**src/rtl/htpv_defs_pkg.sv**
```systemverilog
// ---------------------------------------------------------------------------
// htpv_defs_pkg
// Shared definitions for the HTPV descreener: frame geometry, the
// count-to-gray lookup table and the controller state encoding.
// No ports (package).
// ---------------------------------------------------------------------------
package htpv_defs_pkg;

    localparam int N_ROWS = 6;
    localparam int N_COLS = 8;
    localparam int N_PIX  = N_ROWS * N_COLS;

    typedef enum logic {
        LOAD = 1'b0,
        EMIT = 1'b1
    } state_t;

    // round(count * 255 / 9) for count = 0..9
    localparam logic [7:0] GRAY_LUT [0:9] = '{
        8'd0,   8'd28,  8'd57,  8'd85,  8'd113,
        8'd142, 8'd170, 8'd198, 8'd227, 8'd255
    };

    // A clamped 3x3 count never exceeds 9; saturate anyway so the index
    // can never leave the table.
    function automatic logic [7:0] gray_of(input logic [3:0] count);
        if (count > 4'd9) begin
            return GRAY_LUT[9];
        end
        return GRAY_LUT[count];
    endfunction

endpackage

```
**src/rtl/htpv_window_count.sv**
```systemverilog
// ---------------------------------------------------------------------------
// htpv_window_count
// Combinational popcount of the 3x3 window centred on (row, col) with
// edge replication: neighbour coordinates are clamped into the frame, so
// border pixels count their own edge cells more than once.
// Ports:
//   frame  in  N_PIX  frame bits, index row*N_COLS+col, col 0 = leftmost
//   row    in  3      zero-based row of the window centre
//   col    in  3      zero-based column of the window centre
//   count  out 4      number of ones in the window, 0..9
// ---------------------------------------------------------------------------
module htpv_window_count
    import htpv_defs_pkg::*;
(
    input  logic [0:N_PIX-1] frame,
    input  logic [2:0]       row,
    input  logic [2:0]       col,
    output logic [3:0]       count
);

    always_comb begin
        int rr;
        int cc;
        logic [5:0] bit_idx;
        count   = '0;
        rr      = 0;
        cc      = 0;
        bit_idx = '0;
        for (int dr = -1; dr <= 1; dr++) begin
            for (int dc = -1; dc <= 1; dc++) begin
                rr = int'(row) + dr;
                cc = int'(col) + dc;
                if (rr < 0)       rr = 0;
                if (rr >= N_ROWS) rr = N_ROWS - 1;
                if (cc < 0)       cc = 0;
                if (cc >= N_COLS) cc = N_COLS - 1;
                bit_idx = 6'(rr * N_COLS + cc);
                count   = count + {3'b000, frame[bit_idx]};
            end
        end
    end

endmodule

```
**src/rtl/htpv_descreener.sv**
```systemverilog
// ---------------------------------------------------------------------------
// htpv_descreener
// Loads one halftoned frame (6 rows x 8 bits, 1 = white), then streams 48
// reconstructed 8-bit gray pixels in raster order. Each pixel is the LUT
// value of its clamped 3x3 window popcount. All outputs are registered.
//
// state | meaning
// ------+--------------------------------------------------------------
// LOAD  | row_ready=1, rows written to buffer row row_cnt
// EMIT  | row_ready=0, pixels 0..47 presented on the valid/ready link
//
// Ports:
//   clock      in   1       single clock, posedge
//   reset      in   1       synchronous, active-high
//   row_in     in   N_COLS  HTPV row, bit 1 = leftmost pixel
//   row_valid  in   1       row_in valid
//   row_ready  out  1       block accepts a row
//   pixel_out  out  8       reconstructed gray value
//   pix_valid  out  1       pixel_out valid
//   pix_ready  in   1       consumer accepts pixel_out
//   pix_last   out  1       high with the final pixel of the frame
// ---------------------------------------------------------------------------
module htpv_descreener
    import htpv_defs_pkg::*;
(
    input  logic            clock,
    input  logic            reset,
    input  logic [1:N_COLS] row_in,
    input  logic            row_valid,
    output logic            row_ready,
    output logic [7:0]      pixel_out,
    output logic            pix_valid,
    input  logic            pix_ready,
    output logic            pix_last
);

    state_t           state, state_nxt;
    logic [2:0]       row_cnt, row_cnt_nxt;
    logic [5:0]       pix_idx, pix_idx_nxt;
    logic [0:N_PIX-1] frame, frame_nxt;
    logic [7:0]       pixel_nxt;
    logic             valid_nxt;
    logic             last_nxt;
    logic             row_ready_nxt;
    logic             row_accept;
    logic             pix_accept;
    logic [5:0]       win_idx;
    logic [2:0]       win_row;
    logic [2:0]       win_col;
    logic [3:0]       win_count;

    assign row_accept = (state == LOAD) && row_valid && row_ready;
    assign pix_accept = (state == EMIT) && pix_valid && pix_ready;

    // The incoming row is merged before the window sees the frame, so the
    // first pixel can be registered on the same edge that takes row 6.
    always_comb begin
        frame_nxt = frame;
        if (row_accept) begin
            frame_nxt[6'(row_cnt) * 6'(N_COLS) +: N_COLS] = row_in;
        end
    end

    // Window looks one pixel ahead: the value computed now is the one that
    // will be presented after the current transfer.
    always_comb begin
        win_idx = '0;
        if (state == EMIT) begin
            win_idx = pix_idx + 6'd1;
        end
        win_row = 3'(win_idx / 6'(N_COLS));
        win_col = 3'(win_idx % 6'(N_COLS));
    end

    htpv_window_count u_window (
        .frame (frame_nxt),
        .row   (win_row),
        .col   (win_col),
        .count (win_count)
    );

    always_comb begin
        state_nxt   = state;
        row_cnt_nxt = row_cnt;
        pix_idx_nxt = pix_idx;
        pixel_nxt   = pixel_out;
        valid_nxt   = pix_valid;
        last_nxt    = pix_last;
        case (state)
            LOAD: begin
                if (row_accept) begin
                    if (row_cnt == 3'(N_ROWS - 1)) begin
                        state_nxt   = EMIT;
                        row_cnt_nxt = '0;
                        pix_idx_nxt = '0;
                        pixel_nxt   = gray_of(win_count);
                        valid_nxt   = 1'b1;
                        last_nxt    = 1'b0;
                    end else begin
                        row_cnt_nxt = row_cnt + 3'd1;
                    end
                end
            end
            EMIT: begin
                if (pix_accept) begin
                    if (pix_idx == 6'(N_PIX - 1)) begin
                        state_nxt   = LOAD;
                        row_cnt_nxt = '0;
                        pix_idx_nxt = '0;
                        valid_nxt   = 1'b0;
                        last_nxt    = 1'b0;
                    end else begin
                        pix_idx_nxt = pix_idx + 6'd1;
                        pixel_nxt   = gray_of(win_count);
                        last_nxt    = (pix_idx_nxt == 6'(N_PIX - 1));
                    end
                end
            end
            default: begin
                state_nxt = LOAD;
            end
        endcase
        row_ready_nxt = (state_nxt == LOAD);
    end

    always_ff @(posedge clock) begin
        if (reset) begin
            state     <= LOAD;
            row_cnt   <= '0;
            pix_idx   <= '0;
            row_ready <= 1'b1;
            pix_valid <= 1'b0;
            pix_last  <= 1'b0;
            pixel_out <= '0;
        end else begin
            state     <= state_nxt;
            row_cnt   <= row_cnt_nxt;
            pix_idx   <= pix_idx_nxt;
            row_ready <= row_ready_nxt;
            pix_valid <= valid_nxt;
            pix_last  <= last_nxt;
            pixel_out <= pixel_nxt;
        end
    end

    // Buffer contents are don't-care after reset; no reset keeps it plain flops.
    always_ff @(posedge clock) begin
        frame <= frame_nxt;
    end

endmodule

```
**config.mk**
```make
export PLATFORM = sky130hd
export DESIGN_NAME = htpv_descreener
export DESIGN_NICKNAME = d
export VERILOG_FILES = /design/src/rtl/htpv_defs_pkg.sv /design/src/rtl/htpv_window_count.sv /design/src/rtl/htpv_descreener.sv
export SDC_FILE = /design/constraint.sdc
export NUM_CORES = 1
export LEC_CHECK = 0
export CAP_MARGIN = 20
export CELL_PAD_IN_SITES_DETAIL_PLACEMENT = 1
export CELL_PAD_IN_SITES_GLOBAL_PLACEMENT = 2
export CORE_MARGIN = 5
export CORE_UTILIZATION = 42
export DETAILED_ROUTE_END_ITERATION = 10
export GPL_ROUTABILITY_DRIVEN = 0
export PLACE_DENSITY = 0.94
export SYNTH_ARGS = -nofsm -noshare
export SYNTH_HDL_FRONTEND = slang
export SYNTH_SLANG_ARGS = --single-unit
```
**constraint.sdc**
```tcl
create_clock -name clock -period 15.2 [get_ports clock]
set_clock_uncertainty 0.05 [all_clocks]
set_input_delay 3.04 -clock clock [delete_from_list [all_inputs] [get_ports clock]]
set_output_delay 3.04 -clock clock [all_outputs]
set_load 0.02 [all_outputs]
```
; ---- Yosys cells after proc, flatten, opt, wreduce, memory -nomap -nowiden
; Memories as Yosys holds them, arrays and structs flattened.
; Cells that the tools add are included.
[word_totals]
register_bits = 69
mem_count = 1
elab_cells = 171
rom_bits = 128
output_inout_bits = 11
[mem_list]
columns = memory, depth, word_bits, read_ports, rd_clocked_by_memory_dff, write_ports, line_no
row1 = (no name shown), 16, 8, 1, 0, 0, htpv_defs_pkg.sv:30  ; return GRAY_LUT[count];
[op_classes]
reduce_logical = 8
shifts = 2
muxes = 84
eq_ne = 8
addsub = 24
bitwise_logic = 13
magnitude_cmp = 23
[ops]
columns = op, n
row1 = 32-bit by 1-bit < comparator with 1-bit output (second input constant), 4
row2 = 8-bit two-way mux, 9
row3 = 6-bit inverter with 7-bit output, 10
row4 = 32-bit two-way mux, 2
row5 = 7-bit greater-or-equal comparator (second input constant), 9
row6 = 6-bit adder, 9
row7 = 1-bit binary-select mux with 6-bit select, 9
row8 = 49-bit by 8-bit variable shift with 48-bit output (first input constant), 1
row9 = 49-bit by 8-bit indexed part select with 48-bit output, 1
row10 = 48-bit bitwise mux, 1
row11 = 48-bit two-way mux, 1
row12 = 6-bit two-way mux, 7
row13 = 1-bit two-way mux, 37
row14 = 32-bit by 4-bit greater-or-equal comparator with 1-bit output (second input constant), 1
row15 = 32-bit by 5-bit greater-or-equal comparator with 1-bit output (second input constant), 1
row16 = 3-bit two-way mux, 10
row17 = 4-bit by 1-bit adder with 4-bit output, 7
row18 = 8-bit case mux with 2 select lines, 1
row19 = 6-bit equality test (second input constant), 2
row20 = 6-bit case mux with 2 select lines, 1
row21 = 4-bit by 1-bit adder with 5-bit output (second input constant), 2
row22 = 3-bit by 1-bit adder with 4-bit output (second input constant), 2
row23 = 4-bit two-way mux, 2
row24 = 7-bit negation with 8-bit output, 1
row25 = 20 further kinds, 32

; ---- Depth between registers and ports, before layout
; Gate-level depths: netlist (run 1).
[depth]
ltp_word = 29
depth_mapped = 35

; ---- Cells and area by module
; From an unflattened synthesis (run 1), not the netlist that was laid out.
[unflattened]
cells_unflattened = 592
area_unflattened_um2 = 5388.9
[modules_own_cells]
columns = mod, cells_per_inst, n_inst, seq_area_each_um2, area_each_um2
row1 = htpv_descreener, 272, 1, 1361.3, 2800.2
row2 = htpv_window_count, 320, 1, 0.0, 2588.7

; ---- Worst setup path after synthesis (run 1)
; Ideal clock, no wire load.
[synth_timing]
kind = input to register
start = in row_valid
end = reg pixel_out[3]
path_buffers = 2
required_time_ns = 15.022
setup_time_ns = 0.128
cell_stages = 25
arrival_ns = 8.216
setup_slack_ns = 6.807
cell_sequence = and4bb_1 -> buf_6 -> nand2_2 -> buf_2 -> mux4_2 -> mux4_2 -> mux2i_1 -> nor3_1 -> a31oi_1 -> o211ai_1 -> ha_1 -> inv_1 -> fa_1 -> fa_1 -> inv_1 -> fa_1 -> ha_1 -> inv_1 -> fa_1 -> xnor2_1 -> o21ai_0 -> nor3_1 -> o21ai_0 -> o21ai_0 -> nor2_1
[synth_between]
elab_chain_len = 23
[synth_lines]
columns = element, line_no
row1 = start: declaration, htpv_descreener.sv:29  ; input logic row_valid,
row2 = 1-bit logical AND (*) (2 in a row), htpv_descreener.sv:52  ; assign row_accept = (state == LOAD) && row_valid && row_ready;
row3 = 48-bit two-way mux, htpv_descreener.sv:59  ; if (row_accept) begin
row4 = 1-bit binary-select mux with 6-bit select, htpv_window_count.sv:38  ; count = count + {3'b000, frame[bit_idx]};
row5 = 1-bit two-way mux (not written as such) (2 in a row), htpv_window_count.sv:38
row6 = 1-bit by 1-bit adder with 2-bit output, htpv_window_count.sv:38
row7 = 4-bit by 1-bit adder with 4-bit output (7 in a row), htpv_window_count.sv:38
row8 = 4-bit > comparator, htpv_defs_pkg.sv:27  ; if (count > 4'd9) begin
row9 = 1-bit two-way mux, htpv_defs_pkg.sv:27
row10 = 1-bit two-way mux (on tied branches), "htpv_descreener.sv:106, htpv_descreener.sv:92"
row11 = 1-bit two-way mux (on tied branches), "htpv_descreener.sv:105, htpv_descreener.sv:91"
row12 = 1-bit two-way mux, htpv_descreener.sv:89  ; case (state)
row13 = 8-bit two-way mux, htpv_defs_pkg.sv:30
row14 = 8-bit two-way mux (on tied branches), "htpv_descreener.sv:106, htpv_descreener.sv:92"
row15 = 8-bit two-way mux (on tied branches), "htpv_descreener.sv:105, htpv_descreener.sv:91"
row16 = 8-bit case mux with 2 select lines, htpv_descreener.sv:89
row17 = end signal: assignment, htpv_descreener.sv:142  ; pixel_out <= pixel_nxt;
row18 = end: declaration, htpv_descreener.sv:31  ; output logic [7:0] pixel_out,
; Mark *: on every way between the ends. The rest lies on a longest branch, timed or not. The select of a mux whose other input is x is not followed.
; A chain may end at the register's enable or synchronous reset.

; ---- Worst setup path in the final report (run 1)
[layout_timing]
start = reg pix_idx[0]
end = reg pixel_out[3]
[layout_between]
elab_chain_len = 29
[layout_lines]
columns = element, line_no
row1 = start: declaration, htpv_descreener.sv:39  ; logic [5:0] pix_idx, pix_idx_nxt;
row2 = start signal: assignment, htpv_descreener.sv:138  ; pix_idx <= pix_idx_nxt;
row3 = 6-bit by 1-bit adder with 6-bit output, htpv_descreener.sv:69  ; win_idx = pix_idx + 6'd1;
row4 = 6-bit two-way mux, htpv_descreener.sv:68  ; if (state == EMIT) begin
row5 = 4-bit by 1-bit adder with 5-bit output (on tied branches), "htpv_window_count.sv:32, htpv_window_count.sv:31"
row6 = 32-bit by 1-bit < comparator with 1-bit output (on tied branches), "htpv_window_count.sv:35, htpv_window_count.sv:33"
row7 = 32-bit two-way mux (on tied branches), "htpv_window_count.sv:35, htpv_window_count.sv:33"
row8 = 32-bit by 5-bit greater-or-equal comparator with 1-bit output / 32-bit by 4-bit greater-or-equal comparator with 1-bit output (equally long branches), "htpv_window_count.sv:36, htpv_window_count.sv:34"
row9 = 6-bit two-way mux / 3-bit two-way mux (equally long branches), "htpv_window_count.sv:36, htpv_window_count.sv:34"
row10 = 6-bit adder, htpv_window_count.sv:37  ; bit_idx = 6'(rr * N_COLS + cc);
row11 = [... 13 more ...], -
row12 = 1-bit two-way mux, htpv_defs_pkg.sv:27
row13 = 1-bit two-way mux (on tied branches), "htpv_descreener.sv:106, htpv_descreener.sv:92"
row14 = 1-bit two-way mux (on tied branches), "htpv_descreener.sv:105, htpv_descreener.sv:91"
row15 = 1-bit two-way mux, htpv_descreener.sv:89
row16 = 8-bit two-way mux, htpv_defs_pkg.sv:30
row17 = 8-bit two-way mux (on tied branches), "htpv_descreener.sv:106, htpv_descreener.sv:92"
row18 = 8-bit two-way mux (on tied branches), "htpv_descreener.sv:105, htpv_descreener.sv:91"
row19 = 8-bit case mux with 2 select lines, htpv_descreener.sv:89
; Several ways; a longest one is shown, not always the timed one. The select of a mux whose other input is x is not followed.

==> results of run 1 <==
[synthesized netlist by cell type, types with 4 or more instances]
cell,n
nand4_1,4
inv_1,43
mux4_2,22
fa_1,5
nand2_1,53
o211a_1,4
a21o_1,8
xor2_1,5
and4b_1,10
nor2_1,48
nand2b_1,13
buf_4,10
ha_1,22
a2111oi_0,5
mux2i_1,32
nand3_1,30
dfxtp_1,68
mux2_2,21
buf_6,4
a21oi_2,4
a21oi_1,40
o21ai_0,43
a211oi_1,8
o211ai_1,27
nor3_1,21
buf_2,9
a31oi_1,9
clkbuf_1,22
o2111ai_1,5
a32oi_1,6
[worst max path at each step]
stage          startpoint            to  slack (ps)  cells after the start
6_report       pix_idx[0]  pixel_out[3]        5130                     26
3_3_place_gp    row_valid  pixel_out[3]        5570                     24
5_1_grt        pix_idx[0]  pixel_out[3]        4700                     26
3_5_place_dp    row_valid  pixel_out[3]        5300                     24
4_1_cts        pix_idx[0]  pixel_out[3]        5430                     26
2_1_floorplan   row_valid  pixel_out[3]        6810                     25
[state kept, by name (all words and copies together), names as in the netlist]
register and flops:
frame 48, state 1, pix_idx 6, row_ready 1
pix_valid 1, pix_last 1, row_cnt 3, pixel_out 7
[per-stage QoR]
step	utilization	setup WS [ps]	power (uW)	instances	hold WS [ps]
floorplan	-	6810	439	683	399
global placement	0.448	5570	499	836	422
detailed placement	0.448	5300	520	836	443
CTS	0.470	5430	740	852	459
global route	0.470	4700	787	852	481
finish	0.470	5130	746	852	453
[power groups by stage]
| stage | Sequential (uW) | Combinational, uW | Clock [uW] |
|---|---|---|---|
| after detailed placement | 218 | 301 | 0 |
| after global routing | 217 | 343 | 226 |
| final | 215 | 311 | 219 |
| after floorplan | 212 | 226 | 0 |
| after global placement | 216 | 283 | 0 |
| after CTS | 215 | 307 | 219 |
[routing by layer]
metal / vias up / share of wire
li1: 2532 / -
met1: 2804 / 0.43
met2: 298 / 0.44
met3: 67 / 0.088
met4: 0 / 0.038
met5: - / 0
[final cells by class]
cell class	count	area, um2	share of cell area
Multi-Input combinational cell	521	4000	0.635
Sequential cell	68	1360	0.216
Timing Repair Buffer	25	243	0.0385
Clock buffer	9	225	0.0357
Tap cell	176	220	0.0349
Inverter	46	173	0.0274
Clock inverter	7	75.1	0.0119
[cells by family (layout without fill, tap and decap cells)]
logic type,count (synthesis),in the layout,share of synthesized area
flops,68,68,0.235
simple gates,212,212,0.189
buf+inv,94,87,0.0750
mux,77,77,0.187
fa+ha+maj,27,27,0.0649
compound gates,194,194,0.235
xor+xnor,8,8,0.0134
other cells,1,3,0.000648
[critical path, delay by kind of cell (launching register included)]
kind / cells / cell delay, ps
simple gates: 5 / 1240
mux: 1 / 460
fa+ha+maj: 8 / 3680
buf+inv: 4 / 970
flops: 1 / 520
xor+xnor: 1 / 500
compound gates: 7 / 2480
==> run summary, run 1 <==
clock-pin transition on the worst setup and hold timing paths: 60 ps
Net Sw Frac: 0.391
Psw: 292 uW
PD cells: 118 nW/um2
vias in the first global route: 5805
commonest non-fill, non-tap cells in the layout: dfxtp_1 (68), nand2_1 (53), nor2_1 (48)
Fmax: 0.0993 GHz
clock sinks: 68
CTS tree: yes
flops & latches, synth: 68
die area: 16200 um2
Synth Cell Area: 5790 um2
layout net count: 710
DRC: 0
Num CTS Buffers: 9
hpwl dp: 14.9 mm
latest clock arrival within the worst-skew pair: 360 ps
post-route design area: 6300 um2
Post-synth top flop: dfxtp_1
Setup CP Type: reg2reg
Internal Pwr Total: 454 uW
CTS Hold Bufs: 0
syn avg cell area: 8.50 um2
worst hold path type: reg2reg
P&R area growth vs syn: 8.86%
yosys warns: 0
# rows: 42
Vias/cell: 6.69
status: finished clean
# diodes: 0
post-synth top area cell: dfxtp_1
total grt overflow: 0
Crit-path slowest cell: o211a_1
Seq/Total Area, Yosys: 0.235
hold path cells: 2
placed cell area: 6000 um2
H-tree depth: 3
CP arrival: 10240 ps
Hold Path Origin: pixel_out[0]
core area: 13400 um2
largest net degree at the start of global routing: 25
Comb power frac: 0.417
unrepaired setup endpoints after global routing: false
Slew headroom: 0.280
final setup vio count: 0
I/O pins: 23
most used routing layer: met2
most common cell after layout, fill and taps aside: dfxtp_1
Filler Cell Count: 1589
WL/cell: 24.6 um
EDFF count, synth: 0
M3 GR Usage: 0.0492
Syn Inst Count: 681
Reg power frac: 0.289
final wirelength: 21.0 mm
leakage: 0.00261 uW
slowest stage delay, CP: 880 ps
Routed Antenna Nets: 0
share of the synthesized area in the top cell type: 0.235
CP max FO: 24
Post-CTS Resized: 0
all-layer global routing usage: 0.259
clock group share of total power: 0.294
max-cap check violation count: 0
initial antenna violation count: 0
met1 Track Usage GR: 0.350
met2 Track Usage GR: 0.402
fin crit period: 10070 ps
share of cells above drive strength 1: 0.132
Die Y-Extent: 127 um
post-synth cell types: 80
synth top area cells: dfxtp_1 (24%), mux4_2 (8.6%), mux2i_1 (5.5%), ha_1 (4.8%), mux2_2 (4.1%)
root buf cell: clkbuf_16
Worst Hold Path EP: pixel_out[0]
r2r worst-path depth: 26
r2r startpoint: pix_idx[0]
Worst Setup End Kind: flip-flop
crit path launch type: flip-flop
Die Wd: 127 um
Initial Utilization: 0.432
share of synthesized flip-flops with an asynchronous set or reset: 0
Final Cycle Share: 0.663
FF-to-FF setup slack: 5130 ps
Worst EP required: 15370 ps
Max Root-Sink Buffers: 2
drt pass-1 iters: 5
Port Buffers: 22
Final Max Tran Viols: 0
post-CTS setup buffers: 0
first-pass GRT wire length: 32.8 mm
routed vias: 5701
Initial DRC Count: 534
Setup TNS: 0 ps
Worst-Margin Slew: 1080 ps
VDD IR max: 0.0975 mV
Worst R2R End: pixel_out[3]
Final Hold Vio Count: 0
(Power assumes the default switching activity.)
==> run 2: changes to the inputs <==
Settings changed: CORE_UTILIZATION 42 to 35, PLACE_DENSITY 0.94 to 0.85.
Clock period 15.2 ns to 8.2 ns, I/O delays scaled along.
==> run 2 against run 1 <==
Net effect:
- combinational power increased by 86%
- design area is 4.4% higher
- hold slack got worse by 5.1 ps
- clock power is 100% higher
- critical path depth shrank 2
- first-iteration DRC count fell by 13%
- clock-buffer cell count increased by 1
- via count increased by 0.95%
- total power rose by 90%
- wire length up 2.0%
- global-route usage shrank 3.8 points
- critical endpoint unchanged
==> run summary, run 2 (synthesis gave the netlist of run 1 again) <==
status: finished clean
Crit-path slowest cell: clkdlybuf4s50_1
Worst Path Buf+Inv: 4 (unchanged)
max reg flops: 48 (unchanged)
drt pass-1 iters: 5 (unchanged)
WHS: 448 ps (-5.06 ps)
Setup TNS: 0 ps (unchanged)
worst hold path type: reg2reg
CP top delay family: adder cells
fin crit period: 7840 ps
commonest non-fill, non-tap cells in the layout: dfxtp_1 (68), nand2_1 (53), nor2_1 (48)
PD cells: 215 nW/um2 (+82%)
worst-path cell chain: clkdlybuf4s50_1 -> and4bb_2 -> nand2_2 -> mux2_2 -> o2111a_1 -> nand4b_1 -> nor4_1 -> a41oi_1 -> and3_1 -> ha_1 -> inv_1 -> fa_1 -> fa_1 -> inv_1 -> fa_1 -> ha_1 -> inv_1 -> fa_1 -> ha_1 -> o21ai_0 -> nor3_1 -> o21ai_0 -> o21ai_0 -> nor2_1
Setup CP Type: in2reg
Num CTS Buffers: 9 (unchanged)
unrepaired setup endpoints after global routing: false
first-pass GRT wire length: 34.1 mm (+3.9%)
vias in the first global route: 5954 (+2.6%)
final total power: 1420 uW (+90%)
VDD IR max: 0.147 mV (+50%)
CP arrival: 8060 ps (-2180 ps)
share of cells above drive strength 1: 0.166 (+0.0348)
Layout Utilization: 0.401 (-0.0691)
Worst Setup End Kind: flip-flop
Routed Antenna Nets: 0 (unchanged)
final setup vio count: 0 (unchanged)
Die Wd: 139 um (+8.8%)
Largest regs: frame: 48 flops, pixel_out: 7 flops, pix_idx: 6 flops
most common cell after layout, fill and taps aside: dfxtp_1
total grt overflow: 0 (unchanged)
# rows: 47 (+12%)
root buf cell: clkbuf_16
I/O pins: 23 (unchanged)
Worst EP required: 8420 ps (-6950 ps)
Reg with most FFs: frame
CP max FO: 12 (-50%)
post-route design area: 6580 um2 (+4.4%)
clock-pin transition on the worst setup and hold timing paths: 60 ps (about the same)
Final Hold Vio Count: 0 (unchanged)
clock sinks: 68 (unchanged)
die area: 19200 um2 (+18%)
Worst-Margin Slew: 1080 ps (-0.782 ps)
largest net degree at the start of global routing: 21 (-16%)
CTS tree: yes
most used cell, CP: fa_1
max-cap check violation count: 0 (unchanged)
hpwl dp: 15.7 mm (+5.8%)
leakage: 0.00274 uW (+5.0%)
routed vias: 5755 (+0.95%)
WL/cell: 23.2 um (-5.8%)
Vias/cell: 6.24 (-6.8%)
# diodes: 0 (unchanged)
layout net count: 737 (+3.8%)
H-tree depth: 3 (unchanged)
Slew headroom: 0.277 (-0.00256)
Final Max Tran Viols: 0 (unchanged)
slowest stage delay, CP: 580 ps (-300 ps)
Final Cycle Share: 0.956
latest clock arrival within the worst-skew pair: 350 ps (about the same)
placed cell area: 6250 um2 (+4.2%)
DRC: 0 (unchanged)
final wirelength: 21.4 mm (+2.0%)
initial antenna violation count: 0 (unchanged)
Port Buffers: 22 (unchanged)
Fmax: 0.128 GHz
Max Root-Sink Buffers: 2 (unchanged)
core area: 16400 um2 (+22%)
P&R area growth vs syn: 13.7%
crit path launch type: input pin
Die Y-Extent: 139 um (+8.8%)
Initial Utilization: 0.353 (-0.0792)
all-layer global routing usage: 0.221 (-0.0375)
Initial DRC Count: 464 (-13%)
[run 2: cell count changes in the layout (fill, tap and decap cells not counted)]
| cell | delta |
|---|---|
| and4bb_1 | -1 |
| and4bb_2 | +1 |
| buf_4 | +27 |
| bufinv_16 | +1 |
| clkbuf_8 | +1 |
| inv_6 | -2 |
| o211a_1 | -1 |
| o211a_2 | +1 |
| o21ai_1 | +1 |
| o21ai_2 | -1 |
[run 2: worst paths after layout]
check / depth (start not counted) / slack [ps] / endpoint / from
setup / recovery: 24 / 360 / pixel_out[3] / row_valid
hold / removal: 2 / 450 / pixel_out[6] / pixel_out[6]
setup reg to reg: 27 / 400 / pixel_out[3] / pix_idx[0]
hold reg to reg: 2 / 450 / pixel_out[6] / pixel_out[6]
[run 2: cell type report]
type / count / area, um2
sequential: 68 / 1360
tap: 220 / 275
multi-input combinational: 521 / 4000
timing repair buffer: 52 / 445
inverter: 46 / 173
clock buffer: 10 / 239
fill: 1933 / 9830
clock inverter: 6 / 87.6
[run 2: metrics by stage]
step,worst slack [ps],cells
floorplan,763,683
global placement,170,907
detailed placement,-27.8,907
CTS,248,923
global route,12.2,923
finish,361,923
[run 2: per-layer routing]
layer,track usage,part of all wire,vias to the layer above
li1,-,-,2578
met3,0.0369,0.071,53
met5,0,0,-
met4,0.0894,0.035,0
met2,0.349,0.45,244
met1,0.301,0.44,2880
[run 2: worst reg2reg max path: stages, from the launching register on]
cell and delay (ps):
dfxtp_1 510, clkinv_1 170, ha_1 470, nand2b_1 230, ha_1 340, nand2b_1 180
o211a_2 430, mux2i_1 450, o22ai_1 200, a2111oi_2 450, buf_4 220, a32oi_1 90
and3_1 210, ha_1 270, inv_1 50, fa_1 510, fa_1 550, inv_1 60
fa_1 530, ha_1 180, inv_1 70, fa_1 490, ha_1 300, o21ai_0 270
nor3_1 80, o21ai_0 160, o21ai_0 120, nor2_1 100
[run 2: report_power, final]
part	total (uW)	leakage, uW	internal [uW]	switching, uW
clock	439	0.000162	275	165
sequential	399	0.000557	371	28.6
combinational	578	0.00202	245	333
total	1420	0.00274	890	526
[run 2: what timing repair did]
item	CTS	global route
hold buffers	0	0
endpoints found under the hold margin	0	0
buffers inserted	0	0
resized for setup	0	2
setup endpoints to repair	0	2
